**src/rtl/fsr_pkg.sv**
```systemverilog
// Shared types and helpers for frame_stream_reader: the controller state
// enum, default-width pixel views, channel expansion and the colour-bar
// table used by the optional test pattern (FSR_TEST_PATTERN_EN).
package fsr_pkg;

  typedef enum logic [1:0] {
    IDLE  = 2'd0,
    RUN   = 2'd1,
    DRAIN = 2'd2
  } fsr_state_e;

  // Default channel widths; the reader itself is parametrised and slices
  // words directly, these views are for code that works at default width.
  localparam int FSR_CH_IN  = 4;
  localparam int FSR_CH_OUT = 10;

  typedef struct packed {
    logic [FSR_CH_IN-1:0] r;
    logic [FSR_CH_IN-1:0] g;
    logic [FSR_CH_IN-1:0] b;
  } pixel_in_t;

  typedef struct packed {
    logic [FSR_CH_OUT-1:0] r;
    logic [FSR_CH_OUT-1:0] g;
    logic [FSR_CH_OUT-1:0] b;
  } pixel_out_t;

  // Colour index per bar, left to right: white first, black last.
  // Bit 2 = red, bit 1 = green, bit 0 = blue.
  localparam logic [2:0] BAR_COLOUR [8] = '{3'd7, 3'd6, 3'd5, 3'd4,
                                            3'd3, 3'd2, 3'd1, 3'd0};

  // Repeat the in_w-bit channel MSB-first and keep the top out_w bits,
  // so full scale maps to full scale (4'hF -> 10'h3FF, 4'h8 -> 10'h222).
  function automatic logic [31:0] expand_channel(input logic [31:0] v,
                                                 input int in_w,
                                                 input int out_w);
    logic [31:0] res;
    res = '0;
    for (int i = 0; i < out_w; i++) begin
      res[out_w-1-i] = v[in_w-1-(i % in_w)];
    end
    return res;
  endfunction

endpackage

```
**src/rtl/fsr_skid_fifo.sv**
```systemverilog
// Small synchronous FIFO holding {eop, sop, pixel} words between the
// frame-buffer read return and the Avalon-ST output. A push while full is
// accepted only together with a pop (count unchanged).
module fsr_skid_fifo #(
  parameter int W     = 32,
  parameter int DEPTH = 4,
  localparam int CW   = $clog2(DEPTH + 1)
) (
  input  logic          clk,
  input  logic          reset,
  input  logic          push,
  input  logic [W-1:0]  wr_data,
  input  logic          pop,
  output logic [W-1:0]  rd_data,
  output logic [CW-1:0] count,
  output logic          full,
  output logic          empty
);

  localparam int PW = (DEPTH > 1) ? $clog2(DEPTH) : 1;

  logic [W-1:0]  mem_q [DEPTH];
  logic [PW-1:0] wr_ptr_q, wr_ptr_d;
  logic [PW-1:0] rd_ptr_q, rd_ptr_d;
  logic [CW-1:0] count_q, count_d;
  logic          push_ok, pop_ok;

  assign empty   = (count_q == '0);
  assign full    = (count_q == CW'(DEPTH));
  assign count   = count_q;
  assign rd_data = mem_q[rd_ptr_q];

  // Pointer and occupancy update for this cycle's push/pop.
  always_comb begin
    pop_ok   = pop && !empty;
    push_ok  = push && (!full || pop_ok);
    wr_ptr_d = wr_ptr_q;
    rd_ptr_d = rd_ptr_q;
    count_d  = count_q;
    if (push_ok) wr_ptr_d = (wr_ptr_q == PW'(DEPTH - 1)) ? '0 : wr_ptr_q + PW'(1);
    if (pop_ok)  rd_ptr_d = (rd_ptr_q == PW'(DEPTH - 1)) ? '0 : rd_ptr_q + PW'(1);
    if (push_ok && !pop_ok)      count_d = count_q + CW'(1);
    else if (!push_ok && pop_ok) count_d = count_q - CW'(1);
  end

  // Register pointers/count; storage itself needs no reset.
  always_ff @(posedge clk) begin
    if (reset) begin
      wr_ptr_q <= '0;
      rd_ptr_q <= '0;
      count_q  <= '0;
    end else begin
      wr_ptr_q <= wr_ptr_d;
      rd_ptr_q <= rd_ptr_d;
      count_q  <= count_d;
    end
    if (push_ok) mem_q[wr_ptr_q] <= wr_data;
  end

endmodule

```
**src/rtl/frame_stream_reader.sv**
```systemverilog
// Raster reader: walks a WIDTH x HEIGHT frame buffer, tracks reads in flight
// across the RAM's RD_LAT latency, expands RGB channels and emits one
// Avalon-ST packet (sop..eop) per frame. Reads are issued only when the skid
// FIFO is guaranteed room, so backpressure never loses a pixel.
// Optional: FSR_TEST_PATTERN_EN adds pattern_sel (8 vertical colour bars).
module frame_stream_reader
  import fsr_pkg::*;
#(
  parameter int WIDTH      = 320,
  parameter int HEIGHT     = 240,
  parameter int CH_IN      = 4,
  parameter int CH_OUT     = 10,
  parameter int RD_LAT     = 1,
  parameter int FIFO_DEPTH = 4,
  parameter int ADDR_W     = $clog2(WIDTH * HEIGHT)
) (
  input  logic                clk,
  input  logic                reset,
  input  logic                enable,
  output logic [ADDR_W-1:0]   rd_addr,
  input  logic [3*CH_IN-1:0]  rd_data,
  output logic [3*CH_OUT-1:0] out_data,
  output logic                out_valid,
  input  logic                out_ready,
  output logic                out_sop,
  output logic                out_eop,
  output logic                frame_done,
  output logic                busy
`ifdef FSR_TEST_PATTERN_EN
  ,
  input  logic                pattern_sel
`endif
);

  localparam int COL_W = (WIDTH > 1) ? $clog2(WIDTH) : 1;
  localparam int ROW_W = (HEIGHT > 1) ? $clog2(HEIGHT) : 1;
  localparam int CNT_W = $clog2(FIFO_DEPTH + 1);
  localparam int FW    = 3 * CH_OUT + 2;
  // Tag bits carried with each read: [0]=sop [1]=eop, optionally
  // [4:2]=bar colour and [5]=pattern select.
`ifdef FSR_TEST_PATTERN_EN
  localparam int TAG_W = 6;
  localparam int BAR_W = (WIDTH >= 8) ? WIDTH / 8 : 1;
`else
  localparam int TAG_W = 2;
`endif

  fsr_state_e         state_q, state_d;
  logic [COL_W-1:0]   col_q, col_d;
  logic [ROW_W-1:0]   row_q, row_d;
  logic [ADDR_W-1:0]  rd_addr_q, rd_addr_d;
  logic               busy_q, busy_d;
  logic [CNT_W-1:0]   inflight_q, inflight_d;
  logic [RD_LAT:0]    dl_vld_q, dl_vld_d;
  logic [TAG_W-1:0]   dl_tag_q [RD_LAT+1];
  logic [TAG_W-1:0]   dl_tag_d [RD_LAT+1];

  logic               issue, credit_ok, first_px, last_px, push;
  logic [TAG_W-1:0]   tag_issue, tag_ret;
  logic [3*CH_OUT-1:0] push_pixel;
  logic               fifo_pop, fifo_full, fifo_empty;
  logic [CNT_W-1:0]   fifo_count;
  logic [FW-1:0]      fifo_rd;
`ifdef FSR_TEST_PATTERN_EN
  int                 bar_idx;
`endif

  // Stage 0 of the delay line sits alongside rd_addr; stage RD_LAT lines up
  // with the returning rd_data and drives the FIFO push.
  assign push    = dl_vld_q[RD_LAT];
  assign tag_ret = dl_tag_q[RD_LAT];

  // Controller: credit check, raster counters, state and in-flight tracking.
  always_comb begin
    fifo_pop  = !fifo_empty && out_ready;
    // A slot freed by this cycle's pop can be reused by this cycle's issue.
    credit_ok = (int'(fifo_count) + int'(inflight_q) - (fifo_pop ? 1 : 0)) < FIFO_DEPTH;
    issue     = credit_ok && ((state_q == RUN) || ((state_q == IDLE) && enable));
    first_px  = (col_q == '0) && (row_q == '0);
    last_px   = (col_q == COL_W'(WIDTH - 1)) && (row_q == ROW_W'(HEIGHT - 1));

    state_d    = state_q;
    col_d      = col_q;
    row_d      = row_q;
    rd_addr_d  = rd_addr_q;
    tag_issue  = '0;
    tag_issue[0] = first_px;
    tag_issue[1] = last_px;
`ifdef FSR_TEST_PATTERN_EN
    bar_idx = int'(col_q) / BAR_W;
    if (bar_idx > 7) bar_idx = 7;
    tag_issue[4:2] = BAR_COLOUR[bar_idx];
    tag_issue[5]   = pattern_sel;
`endif

    case (state_q)
      IDLE:    if (enable) state_d = RUN;
      RUN:     if (issue && last_px && !enable) state_d = DRAIN;
      DRAIN:   if ((inflight_q == '0) && fifo_empty) state_d = IDLE;
      default: state_d = IDLE;
    endcase

    if (issue) begin
      rd_addr_d = ADDR_W'(row_q) * ADDR_W'(WIDTH) + ADDR_W'(col_q);
      if (col_q == COL_W'(WIDTH - 1)) begin
        col_d = '0;
        row_d = (row_q == ROW_W'(HEIGHT - 1)) ? '0 : row_q + ROW_W'(1);
      end else begin
        col_d = col_q + COL_W'(1);
      end
    end

    dl_vld_d    = {dl_vld_q[RD_LAT-1:0], issue};
    dl_tag_d[0] = issue ? tag_issue : '0;
    for (int k = 1; k <= RD_LAT; k++) dl_tag_d[k] = dl_tag_q[k-1];

    inflight_d = inflight_q + CNT_W'(issue) - CNT_W'(push);
    busy_d     = (state_d != IDLE);
  end

  // Pixel written into the FIFO: expanded buffer data or a colour bar.
  always_comb begin
    push_pixel = {
      CH_OUT'(expand_channel(32'(rd_data[3*CH_IN-1 -: CH_IN]), CH_IN, CH_OUT)),
      CH_OUT'(expand_channel(32'(rd_data[2*CH_IN-1 -: CH_IN]), CH_IN, CH_OUT)),
      CH_OUT'(expand_channel(32'(rd_data[CH_IN-1 -: CH_IN]),   CH_IN, CH_OUT))
    };
`ifdef FSR_TEST_PATTERN_EN
    if (tag_ret[5]) begin
      push_pixel = {{CH_OUT{tag_ret[4]}}, {CH_OUT{tag_ret[3]}}, {CH_OUT{tag_ret[2]}}};
    end
`endif
  end

  // FSM, counters, read address and delay line registers.
  always_ff @(posedge clk) begin
    if (reset) begin
      state_q    <= IDLE;
      col_q      <= '0;
      row_q      <= '0;
      rd_addr_q  <= '0;
      busy_q     <= 1'b0;
      inflight_q <= '0;
      dl_vld_q   <= '0;
      for (int k = 0; k <= RD_LAT; k++) dl_tag_q[k] <= '0;
    end else begin
      state_q    <= state_d;
      col_q      <= col_d;
      row_q      <= row_d;
      rd_addr_q  <= rd_addr_d;
      busy_q     <= busy_d;
      inflight_q <= inflight_d;
      dl_vld_q   <= dl_vld_d;
      for (int k = 0; k <= RD_LAT; k++) dl_tag_q[k] <= dl_tag_d[k];
    end
  end

  // The credit rule must make a push into a full FIFO without a pop impossible.
  always_ff @(posedge clk) begin
    if (!reset) assert (!(push && fifo_full && !fifo_pop));
  end

  fsr_skid_fifo #(
    .W     (FW),
    .DEPTH (FIFO_DEPTH)
  ) u_fifo (
    .clk     (clk),
    .reset   (reset),
    .push    (push),
    .wr_data ({tag_ret[1], tag_ret[0], push_pixel}),
    .pop     (fifo_pop),
    .rd_data (fifo_rd),
    .count   (fifo_count),
    .full    (fifo_full),
    .empty   (fifo_empty)
  );

  assign rd_addr    = rd_addr_q;
  assign busy       = busy_q;
  assign out_valid  = !fifo_empty;
  assign out_eop    = fifo_rd[FW-1];
  assign out_sop    = fifo_rd[FW-2];
  assign out_data   = fifo_rd[3*CH_OUT-1:0];
  assign frame_done = fifo_pop && out_eop;

endmodule

```
**config.mk**
```make
export PLATFORM = sky130hd
export DESIGN_NAME = frame_stream_reader
export DESIGN_NICKNAME = d
export VERILOG_FILES = /design/src/rtl/fsr_pkg.sv /design/src/rtl/fsr_skid_fifo.sv /design/src/rtl/frame_stream_reader.sv
export SDC_FILE = /design/constraint.sdc
export NUM_CORES = 1
export LEC_CHECK = 0
export ABC_CLOCK_PERIOD_IN_PS = 5100
export BUFFER_PORTS_ARGS = -buffer_cell sky130_fd_sc_hd__buf_2
export CAP_MARGIN = 15
export CORE_MARGIN = 2
export CORE_UTILIZATION = 58
export CTS_CLUSTER_DIAMETER = 120
export DETAILED_ROUTE_END_ITERATION = 10
export GPL_TIMING_DRIVEN = 0
export PLACE_DENSITY = 0.8
export SLEW_MARGIN = 30
export SYNTH_ARGS = -nofsm -noshare
export SYNTH_HDL_FRONTEND = slang
export SYNTH_SLANG_ARGS = --single-unit
```
**constraint.sdc**
```tcl
create_clock -name clk -period 5.1 [get_ports clk]
set_input_delay 1.02 -clock clk [delete_from_list [all_inputs] [get_ports clk]]
set_output_delay 1.02 -clock clk [all_outputs]
set_load 0.02 [all_outputs]
```
# == Word level (Yosys, flattened, before mapping) ==
# Memory sizes are Yosys's and may differ from the RTL's. A register that Yosys moved wholly into a read port is not among the register bits.
# Index checks and enable logic that the tools add are counted.
# classes
mul,1
n_bitwise,2
n_addsub,11
reduce_logical,28
n_lt_le_gt_ge,1
n_mux,21
n_eq_ne,7
# ops
cell,count
2-to-1 mux 2 bit,10
adder 17 x 9 -> 17 bit,1
logical AND 1 bit,13
"multiplier 8 x 3 -> 11 bit, second input constant",1
"adder 9 x 1 -> 9 bit, second input constant",1
"equality test 9 bit, second input constant",1
zero test 9 bit,1
2-to-1 mux 9 bit,1
"adder 8 x 1 -> 8 bit, second input constant",1
"equality test 8 bit, second input constant",1
zero test 8 bit,1
2-to-1 mux 8 bit,1
"equality test 2 bit, second input constant",3
zero test 3 bit,2
2-to-1 mux 1 bit,6
2-to-1 mux 3 bit,2
one-hot mux 2 bit (3 select lines),1
zero test 1 bit,5
"< comparator 5 x 4 -> 1 bit, second input constant",1
subtractor 4 x 1 -> 5 bit,1
"adder 2 x 1 -> 2 bit, second input constant",2
adder 3 x 3 -> 4 bit,1
nonzero test 2 bit,2
adder 3 x 1 -> 3 bit,1
other kinds (9),11
# totals
in_bits,16
register_bits,49
wordCells,83
memories,2
ramBits,132
output_inout_bits,52
# mem_list
memory,depth,width,rd,rd_ports_with_merged_regs,wr,line_no,text
u_fifo.mem_q,4,32,1,1,1,fsr_skid_fifo.sv:22,logic [W-1:0] mem_q [DEPTH];
dl_tag_q,2,2,2,0,2,frame_stream_reader.sv:55,logic [TAG_W-1:0] dl_tag_q [RD_LAT+1];

# == Depth between registers and ports, before layout ==
# Gate-level depths: netlist of the first run.
# logic_depth
ltp_word,12
mapped_depth,17
depth_no_buf,16

# == By module ==
# From an unflattened synthesis of the first run, not the netlist that was laid out.
# unflattened
hier_cells,532
hier_area_um2,7878.8
# by_module_without_submodules
module,seq_area_each_um2,cells_each,n_inst,area_each_um2
fsr_skid_fifo,4023.9,214,1,5082.4
frame_stream_reader,920.9,318,1,2796.4

# == Least setup slack after synthesis of the first run ==
# No wires, ideal clock.
# synth_path
path_type,input-to-reg
start,input out_ready
end,register inflight_q[2]
path_stages,16
path_buffers,1
path_slack_ns,0.940
required_ns,4.972
arrival_ns,4.033
setup_time_ns,0.128
path_cell_list,nand2_1 inv_1 ha_1 inv_1 ha_1 and3b_1 or4_1 a21oi_2 inv_1 clkbuf_1 ha_1 inv_1 ha_1 fa_1 xnor2_1 nor2_1
# synth_via
elab_chain_cells,7
# synth_lines
element,line_no,text
start: declaration,frame_stream_reader.sv:24,"input logic out_ready,"
logical AND 1 bit,frame_stream_reader.sv:75,fifo_pop = !fifo_empty && out_ready;
2-to-1 mux 1 bit,frame_stream_reader.sv:77,credit_ok = (int'(fifo_count) + int'(inflight_q) - (fifo_pop ? 1 : 0)) < FIFO_DEPTH;
subtractor 4 x 1 -> 5 bit,frame_stream_reader.sv:77,
< comparator 5 x 4 -> 1 bit,frame_stream_reader.sv:77,
logical AND 1 bit,frame_stream_reader.sv:78,issue = credit_ok && ((state_q == RUN) || ((state_q == IDLE) && enable));
adder 3 x 1 -> 3 bit,frame_stream_reader.sv:117,inflight_d = inflight_q + CNT_W'(issue) - CNT_W'(push);
subtractor 3 x 1 -> 3 bit,frame_stream_reader.sv:117,
end signal: assignment,frame_stream_reader.sv:152,inflight_q <= inflight_d;
end: declaration,frame_stream_reader.sv:53,"logic [CNT_W-1:0] inflight_q, inflight_d;"
# Every way passes these cells.
# A chain may end at the register's enable or synchronous reset.

# == Worst setup path in the final report of the first run ==
# layout_path
start,"register u_fifo.count_q[0], in the netlist u_fifo.count[0]"
end,register inflight_q[2]
# layout_via
elab_chain_cells,9
word_cells_on_any_way,10
classes_between,add/sub (4); order compare (1); mux (1); reduce/logical (4)
# layout_lines
element,line_no,text
start: declaration,fsr_skid_fifo.sv:25,"logic [CW-1:0] count_q, count_d;"
start signal: assignment,fsr_skid_fifo.sv:55,count_q <= count_d;
"parallel branches: the longest is 4 deep, another holds adder 3 x 3 -> 4 bit",n/a,
subtractor 4 x 1 -> 5 bit *,frame_stream_reader.sv:77,
< comparator 5 x 4 -> 1 bit *,frame_stream_reader.sv:77,
logical AND 1 bit *,frame_stream_reader.sv:78,
adder 3 x 1 -> 3 bit *,frame_stream_reader.sv:117,
subtractor 3 x 1 -> 3 bit *,frame_stream_reader.sv:117,
# Mark *: on every way between the ends.

==> flow_summary.json, run 1 <==
{
  "synth_top_family_by_area": "simple AND/OR/NAND/NOR gates",
  "cts_resized": 0,
  "grt_pass1_vias": 3655,
  "min_from": "dl_tag_q[0][0]$_SDFF_PP0_",
  "syn_inst": 463,
  "portBuffers": 66,
  "cts_buffers": 9,
  "drv_slew": 0,
  "cp-start-kind": "flop",
  "rsz0062_at_grt": "false",
  "dr.pass1.iters": 4,
  "die_width_um": 101,
  "fin_area_um2": 6060,
  "seq_area_frac_synth_pct": 51.5,
  "p_leak_nw": 2.32,
  "yosys_warnings": 0,
  "r2r-end": "inflight_q[2]$_SDFF_PP0_",
  "via_per_inst": 5.72,
  "syn-num-nets": 515,
  "slowest_stage": "or4_1",
  "crit_type": "flop to flop",
  "hp-class": "flop to flop",
  "ys.flop_type": "edfxtp_1",
  "io_pins": 68,
  "rows": 35,
  "finalSetupViolCount": 0,
  "grt_antenna_before_repair": 0,
  "dieArea_um2": 10100,
  "syn2layout_area_growth_pct": 12.1,
  "peakVddDrop_mv": 0.184,
  "grtUsageTotal_pct": 22.0,
  "drv_cap": 0,
  "synthArstFlopShare_pct": 0,
  "cp-end-kind": "flop",
  "coreArea_um2": 9150,
  "cp_max_fo": 10,
  "postCtsSetupRepairBufs": 0,
  "r2r_setup_slack_ns": 0.48,
  "synth-compound-area-share_pct": 10.6,
  "tritoncts": "built",
  "synthXorXnorAreaFrac_pct": 2.76,
  "status": "finished, final reports clean",
  "clk_path_buf_depth": 2,
  "relSlewSlack_pct": 53.6,
  "die_h_um": 101,
  "drt.antenna.violating_nets": 0,
  "antenna_cells": 0,
  "cts_max_level": 3,
  "fin_crit_sh_pct": 90.5,
  "synthSimpleGateAreaFrac_pct": 13.4,
  "drive_gt1_share_pct": 23.9,
  "fin_worst_skew_ns": 0.0122,
  "path_cells": "or3_1 -> nand2_1 -> inv_1 -> ha_1 -> inv_1 -> ha_1 -> and3b_1 -> or4_1 -> a21oi_2 -> inv_1 -> clkbuf_1 -> ha_1 -> inv_1 -> ha_1 -> fa_1 -> xnor2_1 -> nor2_1",
  "dpl-instance-area_um2": 5870,
  "grt_max_degree": 21,
  "path_buf_inv": 5,
  "finalWirelength_um": 10500,
  "clock_latency_ns": 0.38,
  "r2r-start": "u_fifo.count[0]$_SDFFE_PP0P_",
  "vias": 3750,
  "synth-edff-count": 56,
  "min_period_ns": 4.62,
  "hold_depth": 1,
  "hold_end": "dl_tag_q[0][2]$_SDFF_PP0_",
  "cts.sinks": 111,
  "ctsHoldBuffers": 0,
  "synth-seq-cells": 111,
  "fin_nets": 592,
  "drc": 0,
  "fin_setup_tns_ns": 0,
  "first_iter_violations": 136,
  "crit_family": "simple AND/OR/NAND/NOR gates",
  "grt_pass1_wl_um": 17400,
  "overflow": 0,
  "max_stage_delay_ns": 0.52,
  "syn_avg_cell_area_um2": 11.7,
  "reg2regPathDepth": 17,
  "wl_per_cell_um": 16.0,
  "worst-endpoint-required_ns": 5.36,
  "power.density_nw_per_um2": 443,
  "clockRootBuffer": "clkbuf_8",
  "synthAdderAreaFrac_pct": 8.90,
  "routabilityCongestion": 0.838,
  "clkSlewWorstSetupHoldPaths_ns": 0.11,
  "hold_violations": 0,
  "initial_utilization_pct": 59.0,
  "worst_ep_arrival_time_ns": 4.88,
  "netlist_area_um2": 5400,
  "ys_types": 60,
  "worst_pin_slew_ns": 0.679,
  "max_freq_mhz": 217,
  "hpwl_um": 7750,
  "muxShareOfSynthArea_pct": 6.39
}
worst register-to-register path: stages, from the launching register on:
cell      delay (ns)
dfxtp_1         0.38
or3_1           0.44
nand2_1         0.18
inv_1           0.09
ha_1            0.18
inv_1           0.05
ha_1            0.22
and3b_1         0.20
or4_1           0.52
a21oi_2         0.44
inv_1           0.26
clkbuf_1        0.32
ha_1            0.37
inv_1           0.04
ha_1            0.18
fa_1            0.39
xnor2_1         0.18
nor2_1          0.05
synthesized netlist by cell type, types with 11 or more instances:
cell,count,area [um2]
buf_4,18,135
a21oi_1,29,145
o21ai_0,14,70.1
dfxtp_1,55,1100
ha_1,32,400
nor2_1,32,120
nand2_1,32,120
edfxtp_1,56,1680
mux4_2,14,315
inv_1,32,120
xnor2_1,11,96.3
clkbuf_1,12,45.0
power breakdown:
part           leakage [nW]  internal, mW  switching (mW)  total [mW]
combinational          1.27         0.436           0.636        1.07
sequential            0.954          1.04          0.0623        1.10
clock                0.0957         0.191           0.316       0.507
total                  2.32          1.67            1.01        2.68
stage by stage:
| stage | hold slack [ns] | util (%) | worst slack [ns] | cells | power (mW) |
|---|---|---|---|---|---|
| 2_1_floorplan | 0.414 | - | 0.940 | 463 | 1.90 |
| 3_3_place_gp | 0.421 | 64.1 | 0.281 | 640 | 2.16 |
| 3_5_place_dp | 0.424 | 64.1 | 0.203 | 640 | 2.19 |
| 4_1_cts | 0.444 | 66.2 | 0.479 | 656 | 2.69 |
| 5_1_grt | 0.464 | 66.2 | 0.266 | 656 | 2.84 |
| 6_report | 0.444 | 66.2 | 0.485 | 656 | 2.68 |
how the worst max path moves through the flow:
| stage | start | end | cells after the start |
|---|---|---|---|
| 2_1_floorplan | out_ready | inflight_q[2]$_SDFF_PP0_ | 16 |
| 3_3_place_gp | out_ready | inflight_q[2]$_SDFF_PP0_ | 17 |
| 3_5_place_dp | out_ready | inflight_q[2]$_SDFF_PP0_ | 17 |
| 4_1_cts | u_fifo.count[0]$_SDFFE_PP0P_ | inflight_q[2]$_SDFF_PP0_ | 17 |
| 5_1_grt | u_fifo.count[0]$_SDFFE_PP0P_ | inflight_q[2]$_SDFF_PP0_ | 17 |
| 6_report | u_fifo.count[0]$_SDFFE_PP0P_ | inflight_q[2]$_SDFF_PP0_ | 17 |
area by class of cell:
class / instances / area [um2]
Buffer: 34 / 226
Timing Repair Buffer: 66 / 330
Clock inverter: 6 / 57.6
Fill cell: 694 / 3100
Multi-Input combinational cell: 286 / 2270
Sequential cell: 111 / 2780
Tap cell: 111 / 139
Clock buffer: 10 / 128
Inverter: 32 / 120
flip-flops by register name, summed over array words and instances, names as in the netlist, 3 cells and up, named ones only:
signal        count
dl_tag_q          4
u_fifo.count      3
rd_addr          17
col_q             9
row_q             8
inflight_q        3
u_fifo.mem_q     56
metal layers:
metal	GRT usage (%)	routed length [um]	up-vias
li1	-	-	1825
met1	27.2	4630	1820
met2	39.1	5330	94
met3	3.74	403	11
met4	7.48	124	0
met5	0	0	-
logic make-up (layout without fill, tap and decap cells):
logic type,Yosys count,after routing
and+or+nand+nor,132,132
xor gates and xnor gates,17,17
buffers and inverters,66,148
AOI/OAI and AO/OA,84,84
DFF,111,111
adders and majority gates,36,36
muxes,17,17
cells in the final DEF, fill, tap and decap left out, types with 6 or more instances in the layout:
| cell | count |
|---|---|
| clkbuf_8 | 12 |
| xnor2_1 | 11 |
| mux4_2 | 14 |
| buf_2 | 67 |
| nand2_1 | 32 |
| dfxtp_1 | 55 |
| or3_1 | 9 |
| ha_1 | 32 |
| buf_4 | 18 |
| nor2_1 | 32 |
| nor2b_1 | 9 |
| clkbuf_1 | 13 |
| a21oi_1 | 29 |
| a211oi_1 | 7 |
| nand3_1 | 6 |
| edfxtp_1 | 56 |
| xor2_1 | 6 |
| o21ai_0 | 14 |
| inv_1 | 32 |
Note: power is estimated with default switching activity, not from simulation.
==> run 2, diff against run 1 <==
Settings changed: RECOVER_POWER set to 25.
==> flow_summary.json, run 2 (same netlist as run 1, synthesis figures left out) <==
{
  "drive_gt1_share_pct": 21.5,
  "finalWirelength_um": 10500,
  "finalSetupViolCount": 0,
  "vias": 3723,
  "portBuffers": 66,
  "hold_depth": 1,
  "nFillCells": 700,
  "r2r-end": "inflight_q[2]$_SDFF_PP0_",
  "die_h_um": 101,
  "drv_slew": 0,
  "clk_path_buf_depth": 2,
  "status": "finished, final reports clean",
  "hold_end": "dl_tag_q[0][2]$_SDFF_PP0_",
  "largest_register_ffs": 56,
  "crit_type": "flop to flop",
  "tritoncts": "built",
  "sw_frac_of_total_pct": 37.8,
  "relSlewSlack_pct": 53.7,
  "worst_pin_slew_ns": 0.677,
  "cts_max_level": 3,
  "drc": 0,
  "clockRootBuffer": "clkbuf_8",
  "clock_latency_ns": 0.38,
  "hold_violations": 0,
  "overflow": 0,
  "clkPwrFrac_pct": 19.0,
  "power.density_nw_per_um2": 444,
  "dieArea_um2": 10100,
  "coreArea_um2": 9150,
  "syn2layout_area_growth_pct": 11.7,
  "mostFrequentLayoutCell": "edfxtp_1",
  "pwr-share-seq_pct": 41.2,
  "min_period_ns": 4.61,
  "reg2regPathDepth": 17,
  "clkSlewWorstSetupHoldPaths_ns": 0.11,
  "antenna_cells": 0,
  "cp_max_fo": 10,
  "cts.sinks": 111,
  "p_int_mw": 1.66,
  "p_switching_mw": 1.01,
  "hpwl_um": 7750,
  "min_from": "dl_tag_q[0][0]$_SDFF_PP0_",
  "first_iter_violations": 133,
  "r2r-start": "u_fifo.count[0]$_SDFFE_PP0P_",
  "grt_antenna_before_repair": 0,
  "p_leak_nw": 2.28,
  "regMostFlops": "u_fifo.mem_q",
  "wl_per_cell_um": 16.0,
  "via_per_inst": 5.68,
  "cp-start-kind": "flop",
  "grtUsageTotal_pct": 22.0,
  "layout_common_cells": "edfxtp_1 (56), buf_2 (55), dfxtp_1 (55)",
  "dr.pass1.iters": 4,
  "drv_cap": 0,
  "cp-end-kind": "flop",
  "hp-class": "flop to flop",
  "grt_pass1_vias": 3655,
  "fin_crit_sh_pct": 90.4,
  "grt_max_degree": 21,
  "rsz0062_at_grt": "false",
  "rows": 35,
  "routabilityCongestion": 0.838,
  "combPwrFrac_pct": 39.9,
  "r2r_setup_slack_ns": 0.49,
  "io_pins": 68,
  "peakVddDrop_mv": 0.184,
  "worst_ep_arrival_time_ns": 4.87,
  "worst-endpoint-required_ns": 5.36,
  "ctsHoldBuffers": 0,
  "drt.antenna.violating_nets": 0,
  "grt_pass1_wl_um": 17400,
  "fin_worst_skew_ns": 0.0130,
  "postCtsSetupRepairBufs": 0,
  "max_freq_mhz": 217,
  "die_width_um": 101,
  "power.total_mw": 2.68,
  "fin_nets": 592,
  "cts_resized": 0,
  "fin_setup_tns_ns": 0,
  "initial_utilization_pct": 59.0,
  "cts_buffers": 9
}
## run 2: cell count changes in the layout (fill, tap and decap cells not counted), sizes merged
cell	before	now
buf	85	73
clkbuf	25	37
## run 2: how the worst max path moves through the flow
stage,from,endpoint
floorplan,out_ready,inflight_q[2]$_SDFF_PP0_
global placement,out_ready,inflight_q[2]$_SDFF_PP0_
detailed placement,out_ready,inflight_q[2]$_SDFF_PP0_
CTS,u_fifo.count[0]$_SDFFE_PP0P_,inflight_q[2]$_SDFF_PP0_
global route,u_fifo.count[0]$_SDFFE_PP0P_,inflight_q[2]$_SDFF_PP0_
finish,u_fifo.count[0]$_SDFFE_PP0P_,inflight_q[2]$_SDFF_PP0_
## run 2: power by group through the flow
stage | Sequential [mW] | Combinational, mW | Clock [mW]
detailed placement | 1.12 | 1.07 | 0
global placement | 1.11 | 1.04 | 0
CTS | 1.10 | 1.08 | 0.516
finish | 1.10 | 1.07 | 0.507
floorplan | 1.14 | 0.759 | 0
global route | 1.11 | 1.17 | 0.549
## run 2: worst max-delay path, stage by stage, from the launching register on
cell,delay [ns]
dfxtp_1,0.38
or3_1,0.44
nand2_1,0.18
inv_1,0.09
ha_1,0.18
inv_1,0.05
ha_1,0.22
and3b_1,0.20
or4_1,0.52
a21oi_2,0.43
inv_1,0.26
clkbuf_1,0.32
ha_1,0.37
inv_1,0.04
ha_1,0.18
fa_1,0.39
xnor2_1,0.18
nor2_1,0.05
## run 2: cell type report
type	count	area (um2)	share of cell area, %
Sequential cell	111	2780	46.1
Tap cell	111	139	2.30
Timing Repair Buffer	66	315	5.23
Clock buffer	10	128	2.12
Multi-Input combinational cell	286	2270	37.7
Clock inverter	6	57.6	0.954
Buffer	34	216	3.59
Inverter	32	120	1.99
## run 2: per-stage QoR
| stage | hold slack (ns) | worst slack (ns) | utilization, % | cells | area [um2] |
|---|---|---|---|---|---|
| after floorplan | 0.414 | 0.940 | - | 463 | 5400 |
| after global placement | 0.421 | 0.281 | 64.1 | 640 | 5870 |
| after detailed placement | 0.424 | 0.203 | 64.1 | 640 | 5870 |
| after CTS | 0.444 | 0.479 | 66.2 | 656 | 6060 |
| after global routing | 0.464 | 0.267 | 65.9 | 656 | 6030 |
| final | 0.443 | 0.490 | 65.9 | 656 | 6030 |
## run 2: layer usage
layer,global-route usage [%],vias to the layer above,share of wire (%)
met3,3.74,14,3.6
met2,39.1,88,51
met5,0,-,0
met1,27.2,1798,44
li1,-,1823,-
met4,7.48,0,1.5
